[config.mk]
export PLATFORM = sky130hd
export DESIGN_NAME = serial_addsub
export DESIGN_NICKNAME = d
export VERILOG_FILES = /design/src/rtl/serial_arith_pkg.sv /design/src/rtl/digit_adder.sv /design/src/rtl/serial_addsub.sv
export SDC_FILE = /design/constraint.sdc
export NUM_CORES = 1
export LEC_CHECK = 0
export CAP_MARGIN = 40
export CORE_MARGIN = 5
export CORE_UTILIZATION = 34
export CTS_CLUSTER_SIZE = 8
export DETAILED_ROUTE_END_ITERATION = 16
export HOLD_SLACK_MARGIN = 0.03
export PLACE_DENSITY = 0.59
export SLEW_MARGIN = 20
export SYNTH_ARGS = -nofsm -noshare
export SYNTH_HDL_FRONTEND = slang
export SYNTH_HIERARCHICAL = 1
export SYNTH_SLANG_ARGS = --single-unit
export TNS_END_PERCENT = 1
[constraint.sdc]
create_clock -name clk -period 1.75 [get_ports clk]
set_clock_uncertainty 0.15 [all_clocks]
set_input_delay 0.175 -clock clk [delete_from_list [all_inputs] [get_ports clk]]
set_output_delay 0.175 -clock clk [all_outputs]
set_load 0.02 [all_outputs]
[src/rtl/serial_arith_pkg.sv]
// serial_arith_pkg: shared state encoding and sizing helpers for the serial arithmetic blocks.
package serial_arith_pkg;

    typedef enum logic [1:0] {
        IDLE = 2'd0,
        RUN  = 2'd1,
        DONE = 2'd2
    } state_t;

    // A single-digit build still needs a one-bit counter to stay a legal vector.
    function automatic int cnt_width(input int width, input int digit);
        return (width / digit > 1) ? $clog2(width / digit) : 1;
    endfunction

endpackage

[src/rtl/digit_adder.sv]
// digit_adder: combinational ripple of DIGIT full-adder cells.
// Also exposes the carry into the top cell so the caller can derive signed overflow.
module digit_adder #(
    parameter int DIGIT = 1
) (
    input  logic [DIGIT-1:0] a,
    input  logic [DIGIT-1:0] b,
    input  logic             ci,
    output logic [DIGIT-1:0] s,
    output logic             co,
    output logic             cm
);

    logic [DIGIT:0] c;

    assign c[0] = ci;

    for (genvar i = 0; i < DIGIT; i++) begin : g_fa
        assign s[i]   = a[i] ^ b[i] ^ c[i];
        assign c[i+1] = (a[i] & b[i]) | (c[i] & (a[i] ^ b[i]));
    end

    assign co = c[DIGIT];
    assign cm = c[DIGIT-1];

endmodule

[src/rtl/serial_addsub.sv]
// serial_addsub: digit-serial add/subtract, DIGIT bits per clock through a registered carry,
// with start/done handshake, carry-out and two's-complement overflow.
module serial_addsub
    import serial_arith_pkg::*;
#(
    parameter int WIDTH = 8,
    parameter int DIGIT = 1
) (
    input  logic             clk,
    input  logic             rst_n,
    input  logic             start,
    input  logic             sub,
    input  logic [WIDTH-1:0] x,
    input  logic [WIDTH-1:0] y,
    input  logic             cIn,
    output logic [WIDTH-1:0] z,
    output logic             cOut,
    output logic             ovf,
    output logic             busy,
    output logic             done
);

    localparam int N  = WIDTH / DIGIT;
    localparam int CW = cnt_width(WIDTH, DIGIT);

    if (WIDTH < 2 || DIGIT < 1 || WIDTH % DIGIT != 0) begin : g_bad_params
        $error("serial_addsub: WIDTH must be >= 2 and DIGIT must divide WIDTH");
    end

    state_t           state_q, state_d;
    logic [WIDTH-1:0] a_q, a_d, b_q, b_d, acc_q, acc_d, z_q, z_d;
    logic [CW-1:0]    cnt_q, cnt_d;
    logic             carry_q, carry_d, cout_q, cout_d, ovf_q, ovf_d;
    logic             busy_q, busy_d, done_q, done_d;
    logic [DIGIT-1:0] sum;
    logic             co, cm;

    digit_adder #(.DIGIT(DIGIT)) u_digit (
        .a  (a_q[DIGIT-1:0]),
        .b  (b_q[DIGIT-1:0]),
        .ci (carry_q),
        .s  (sum),
        .co (co),
        .cm (cm)
    );

    always_comb begin
        state_d = state_q;
        a_d     = a_q;
        b_d     = b_q;
        acc_d   = acc_q;
        cnt_d   = cnt_q;
        carry_d = carry_q;
        z_d     = z_q;
        cout_d  = cout_q;
        ovf_d   = ovf_q;
        if (state_q != RUN && start) begin
            a_d     = x;
            b_d     = sub ? ~y : y;
            carry_d = sub | cIn;
            cnt_d   = '0;
            state_d = RUN;
        end else if (state_q == RUN) begin
            // Sum digits enter at the top so after N shifts the LSB digit lands at bit 0.
            acc_d   = (acc_q >> DIGIT) | (WIDTH'(sum) << (WIDTH - DIGIT));
            a_d     = a_q >> DIGIT;
            b_d     = b_q >> DIGIT;
            carry_d = co;
            cnt_d   = cnt_q + CW'(1);
            if (cnt_q == CW'(N - 1)) begin
                z_d     = acc_d;
                cout_d  = co;
                ovf_d   = cm ^ co;
                state_d = DONE;
            end
        end else begin
            state_d = IDLE;
        end
        busy_d = state_d == RUN;
        done_d = state_d == DONE;
    end

    always_ff @(posedge clk or negedge rst_n) begin
        if (!rst_n) begin
            state_q <= IDLE;
            a_q     <= '0;
            b_q     <= '0;
            acc_q   <= '0;
            cnt_q   <= '0;
            carry_q <= 1'b0;
            z_q     <= '0;
            cout_q  <= 1'b0;
            ovf_q   <= 1'b0;
            busy_q  <= 1'b0;
            done_q  <= 1'b0;
        end else begin
            state_q <= state_d;
            a_q     <= a_d;
            b_q     <= b_d;
            acc_q   <= acc_d;
            cnt_q   <= cnt_d;
            carry_q <= carry_d;
            z_q     <= z_d;
            cout_q  <= cout_d;
            ovf_q   <= ovf_d;
            busy_q  <= busy_d;
            done_q  <= done_d;
        end
    end

    assign z    = z_q;
    assign cOut = cout_q;
    assign ovf  = ovf_q;
    assign busy = busy_q;
    assign done = done_q;

endmodule

==> report_table.html, run 1 <==
<table>
<tr><th>Metric</th><th>Value</th></tr>
<tr><th colspan="2">Status</th></tr>
<tr><td>Run status</td><td>finished, final reports clean</td></tr>
<tr><th colspan="2">Die</th></tr>
<tr><td>Area of the die</td><td>about 7000 µm²</td></tr>
<tr><td>Die X</td><td>83.6 µm</td></tr>
<tr><td>Area of the core</td><td>slightly above 5000 µm²</td></tr>
<tr><td>Floorplan row count</td><td>26</td></tr>
<tr><td>Effective utilization at floorplan</td><td>0.356</td></tr>
<tr><td>Height of the die</td><td>around 84 µm</td></tr>
<tr><td>Top-Level Pins</td><td>33</td></tr>
<tr><th colspan="2">Detailed routing</th></tr>
<tr><td>Met2 wirelength from detailed routing</td><td>approximately 1.4 mm</td></tr>
<tr><td>Total iterations of the first detailed-routing run</td><td>4</td></tr>
<tr><td>Total Routed Length</td><td>~3.1 mm</td></tr>
<tr><td>Met3 routed WL</td><td>between 200 and 250 µm</td></tr>
<tr><td>Post-route DRC violation count</td><td>0</td></tr>
<tr><td>Iteration-0 DRC Markers</td><td>35</td></tr>
<tr><td>Met1 layer wirelength in the final routing</td><td>~1.4 mm</td></tr>
<tr><td>Remaining antenna violation count</td><td>0</td></tr>
<tr><td>Total vias in the final route</td><td>approximately 1,100</td></tr>
<tr><td>Vias/cell</td><td>4.56</td></tr>
<tr><td>Average routed wire per standard cell</td><td>roughly 12 µm</td></tr>
<tr><td>Top metal layer carrying routed signals</td><td>met4</td></tr>
<tr><th colspan="2">Power</th></tr>
<tr><td>Power per unit of standard cell area</td><td>between 1500 and 2000 nW/µm²</td></tr>
<tr><td>Leakage</td><td>0.00109 µW</td></tr>
<tr><td>Worst vdd ir</td><td>roughly 0.68 mV</td></tr>
<tr><th colspan="2">Global routing</th></tr>
<tr><td>Maximum number of pins on one net before global-route repair</td><td>38</td></tr>
<tr><td>Overall Global Routing Usage</td><td>0.0961</td></tr>
<tr><td>Total gr overflow</td><td>0</td></tr>
<tr><td>Initial antenna violation count</td><td>0</td></tr>
<tr><td>Via count of the first global-routing pass</td><td>roughly 1,200</td></tr>
<tr><td>Global-route wire length before repair</td><td>5.50 mm</td></tr>
<tr><th colspan="2">Placed design</th></tr>
<tr><td>Count of port buffers added during placement</td><td>32</td></tr>
<tr><td>DPL Wire Length</td><td>2.21 mm</td></tr>
<tr><td>Placed cells</td><td>between 200 and 250</td></tr>
<tr><td>Final weighted congestion of routability-driven global placement</td><td>roughly 0.73</td></tr>
<tr><td>Pre-CTS setup slack</td><td>between 0.1 and 0.15 ns</td></tr>
<tr><th colspan="2">STA</th></tr>
<tr><td>Worst rel slew slack</td><td>0.664</td></tr>
<tr><td>RSZ-0062 raised after global routing</td><td>no</td></tr>
<tr><td>Count of endpoints failing setup in the final report</td><td>0</td></tr>
<tr><td>Max-slew violations</td><td>0</td></tr>
<tr><td>Clock period minus worst slack</td><td>about 1.6 ns</td></tr>
<tr><td>Top achievable clock speed</td><td>around 620 MHz</td></tr>
<tr><td>Final Hold Fails</td><td>0</td></tr>
<tr><td>Pin slew with the least headroom to its limit</td><td>a little over 0.5 ns</td></tr>
<tr><td>Period utilization</td><td>0.924</td></tr>
<tr><td>Final setup margin</td><td>0.133 ns</td></tr>
<tr><td>Fin Setup TNS</td><td>0 ns</td></tr>
<tr><th colspan="2">Finish</th></tr>
<tr><td>Post-route core utilization</td><td>0.455</td></tr>
<tr><td>Number of diodes added for antenna fixing</td><td>0</td></tr>
<tr><td>Area grow syn2layout</td><td>28.1%</td></tr>
<tr><td>Area occupied by multi-input gates</td><td>726 µm²</td></tr>
<tr><td>Area occupied by registers</td><td>1030 µm²</td></tr>
<tr><td>Final layout net count</td><td>around 200</td></tr>
<tr><td>Non-filler cells, final</td><td>between 200 and 300</td></tr>
<tr><td>Fillers</td><td>461</td></tr>
<tr><td>Layout cell share with drive strength beyond 1</td><td>0.178</td></tr>
<tr><th colspan="2">Logic synthesis</th></tr>
<tr><td>Area of the mapped netlist</td><td>about 1800 µm²</td></tr>
<tr><td>Synthesis warning total</td><td>6</td></tr>
<tr><td>Post-synth cell types</td><td>23</td></tr>
<tr><td>Synthesized instance count</td><td>between 100 and 150</td></tr>
<tr><td>Number of nets produced by synthesis</td><td>about 170</td></tr>
<tr><td>Synthesized flop and latch total</td><td>41</td></tr>
<tr><td>Seq/Total Area, Yosys</td><td>0.558</td></tr>
<tr><td>Fraction of post-synthesis cell area in the top cell type by area</td><td>0.558</td></tr>
<tr><td>Mapped Avg Cell Area</td><td>around 13 µm²</td></tr>
<tr><td>Cell type with the highest aggregate area in the netlist</td><td>sky130_fd_sc_hd__dfrtp_1</td></tr>
<tr><td>Top post-synthesis cells by area</td><td>sky130_fd_sc_hd__dfrtp_1, sky130_fd_sc_hd__mux2_2, sky130_fd_sc_hd__mux2i_1</td></tr>
<tr><th colspan="2">Clock network</th></tr>
<tr><td>Number of buffers inserted during clock tree synthesis</td><td>5</td></tr>
<tr><td>Number of setup buffers added after CTS</td><td>0</td></tr>
<tr><td>Clock latency of the later-clocked register in the worst-skew pair</td><td>around 0.28 ns</td></tr>
<tr><td>Clock transition time at the flip-flop clock pins of the worst setup and hold paths</td><td>0.07 ns</td></tr>
<tr><td>Sink Count</td><td>41</td></tr>
<tr><td>Number of H-tree branching levels</td><td>2</td></tr>
<tr><td>CTS tree</td><td>yes</td></tr>
<tr><td>Worst-case clock buffer depth</td><td>2</td></tr>
<tr><td>Root Driver</td><td>sky130_fd_sc_hd__clkbuf_8</td></tr>
<tr><th colspan="2">Min path</th></tr>
<tr><td>Worst min path class</td><td>input port to asynchronous set/reset pin</td></tr>
<tr><th colspan="2">Worst setup path</th></tr>
<tr><td>Category of the worst setup path capture point</td><td>register</td></tr>
<tr><td>Start-to-end type of the worst setup path</td><td>register to register</td></tr>
<tr><td>RR Startpoint</td><td>cnt_q[0]</td></tr>
<tr><td>Worst endpoint required time</td><td>roughly 1.8 ns</td></tr>
<tr><td>Crit path DAT</td><td>around 1.6 ns</td></tr>
<tr><td>Max Fanout on Critical Path</td><td>13</td></tr>
<tr><td>Crit path launch</td><td>cnt_q[0]</td></tr>
<tr><td>Critical path launch point type</td><td>register</td></tr>
<tr><th colspan="2">Job</th></tr>
<tr><td>Reported max-cap violation count</td><td>0</td></tr>
</table>
state kept, by name (all words and copies together), names as in the netlist, 2 cells and up:
| name | flops |
|---|---|
| a_q | 8 |
| b_q | 8 |
| z | 8 |
| acc_q | 7 |
| cnt_q | 3 |
| state_q | 2 |
timing repair:
item,CTS,global route
resized for setup,0,0
hold endpoints to repair,20,0
hold buffers,1,0
power breakdown:
| group | total (µW) | switching, µW | internal [µW] |
|---|---|---|---|
| combinational | 1540 | 708 | 834 |
| sequential | 1610 | 240 | 1370 |
| clock | 772 | 307 | 465 |
cell usage in the layout (no fill, tap or decap), types with 2 or more instances in the layout:
| cell | count |
|---|---|
| sky130_fd_sc_hd__clkbuf_8 | 6 |
| sky130_fd_sc_hd__buf_12 | 3 |
| sky130_fd_sc_hd__xor2_1 | 7 |
| sky130_fd_sc_hd__ha_1 | 2 |
| sky130_fd_sc_hd__dfrtp_1 | 41 |
| sky130_fd_sc_hd__mux2_2 | 14 |
| sky130_fd_sc_hd__nand2_1 | 17 |
| sky130_fd_sc_hd__mux2_4 | 3 |
| sky130_fd_sc_hd__nor2_1 | 7 |
| sky130_fd_sc_hd__nand2b_1 | 2 |
| sky130_fd_sc_hd__xnor2_1 | 2 |
| sky130_fd_sc_hd__mux2i_1 | 15 |
| sky130_fd_sc_hd__o21ai_0 | 17 |
| sky130_fd_sc_hd__clkdlybuf4s50_1 | 31 |
| sky130_fd_sc_hd__inv_1 | 2 |
synth_stat cells, drive strengths merged:
master and n:
a211oi 2, a21o 1, buf 9, clkbuf 1, dfrtp 41, fa 1
ha 2, inv 2, mux2 17, mux2i 15, nand2 17, nand2b 2
nand3b 1, nor2 7, nor2b 1, o21ai 17, xnor2 2, xor2 7
path summary, 6_finish.rpt:
path	endpoint	slack, ns	cells after the start
setup / recovery	z[1]	0.13	4
hold / removal	acc_q[5]	0.24	2
setup reg to reg	z[1]	0.13	4
hold reg to reg	b_q[3]	0.34	2
min in group clk	b_q[3]	0.34	2
max in group asynchronous	acc_q[7]	0.73	3
critical path: stages (launching register included):
cell                       delay [ns]
sky130_fd_sc_hd__dfrtp_1         0.40
sky130_fd_sc_hd__ha_1            0.21
sky130_fd_sc_hd__ha_1            0.20
sky130_fd_sc_hd__nand3b_4        0.18
sky130_fd_sc_hd__mux2_2          0.36
cell families (layout without fill, tap and decap cells):
family | count (synthesis) | after routing | synth area share
AO/OA/AOI/OAI | 20 | 20 | 0.0612
XOR/XNOR | 9 | 9 | 0.0429
adder cells (fa/ha/maj) | 3 | 3 | 0.0245
buffers and inverters | 12 | 47 | 0.0476
flip-flops | 41 | 41 | 0.558
multiplexers | 32 | 32 | 0.192
AND/OR/NAND/NOR | 28 | 28 | 0.0741
through the flow:
stage / area (µm²) / hold WS, ns / power [µW]
floorplan: 1840 / -0.271 / 2750
global placement: 2230 / 0.0127 / 3150
detailed placement: 2230 / 0.0275 / 3210
CTS: 2360 / 0.248 / 4000
global route: 2360 / 0.286 / 4250
finish: 2360 / 0.236 / 3930
cell type report:
cell class,count,share of cell area
flip-flops and latches,41,0.435
clock buffers,7,0.0366
repair buffers,37,0.167
clock inverters,1,0.0127
well taps,70,0.0372
inverters,2,0.00319
multi-input cells,92,0.308
layer usage:
layer,GRT usage,vias up
met5,0,-
li1,-,560
met2,0.159,30
met3,0.0336,2
met4,0.0263,0
met1,0.119,548
Power figures use the tool's default switching activity.
==> run 2: changes to the inputs <==
Settings changed: CAP_MARGIN 40 to unset, CTS_CLUSTER_SIZE 8 to 28.
==> results of run 2 <==
The final DEF is identical to that of run 1; final timing and power are the same.
==> run 3: changes to the inputs <==
Settings changed: SLEW_MARGIN 20 to 10.
==> results of run 3 <==
The final DEF is identical to that of run 1; final timing and power are the same.
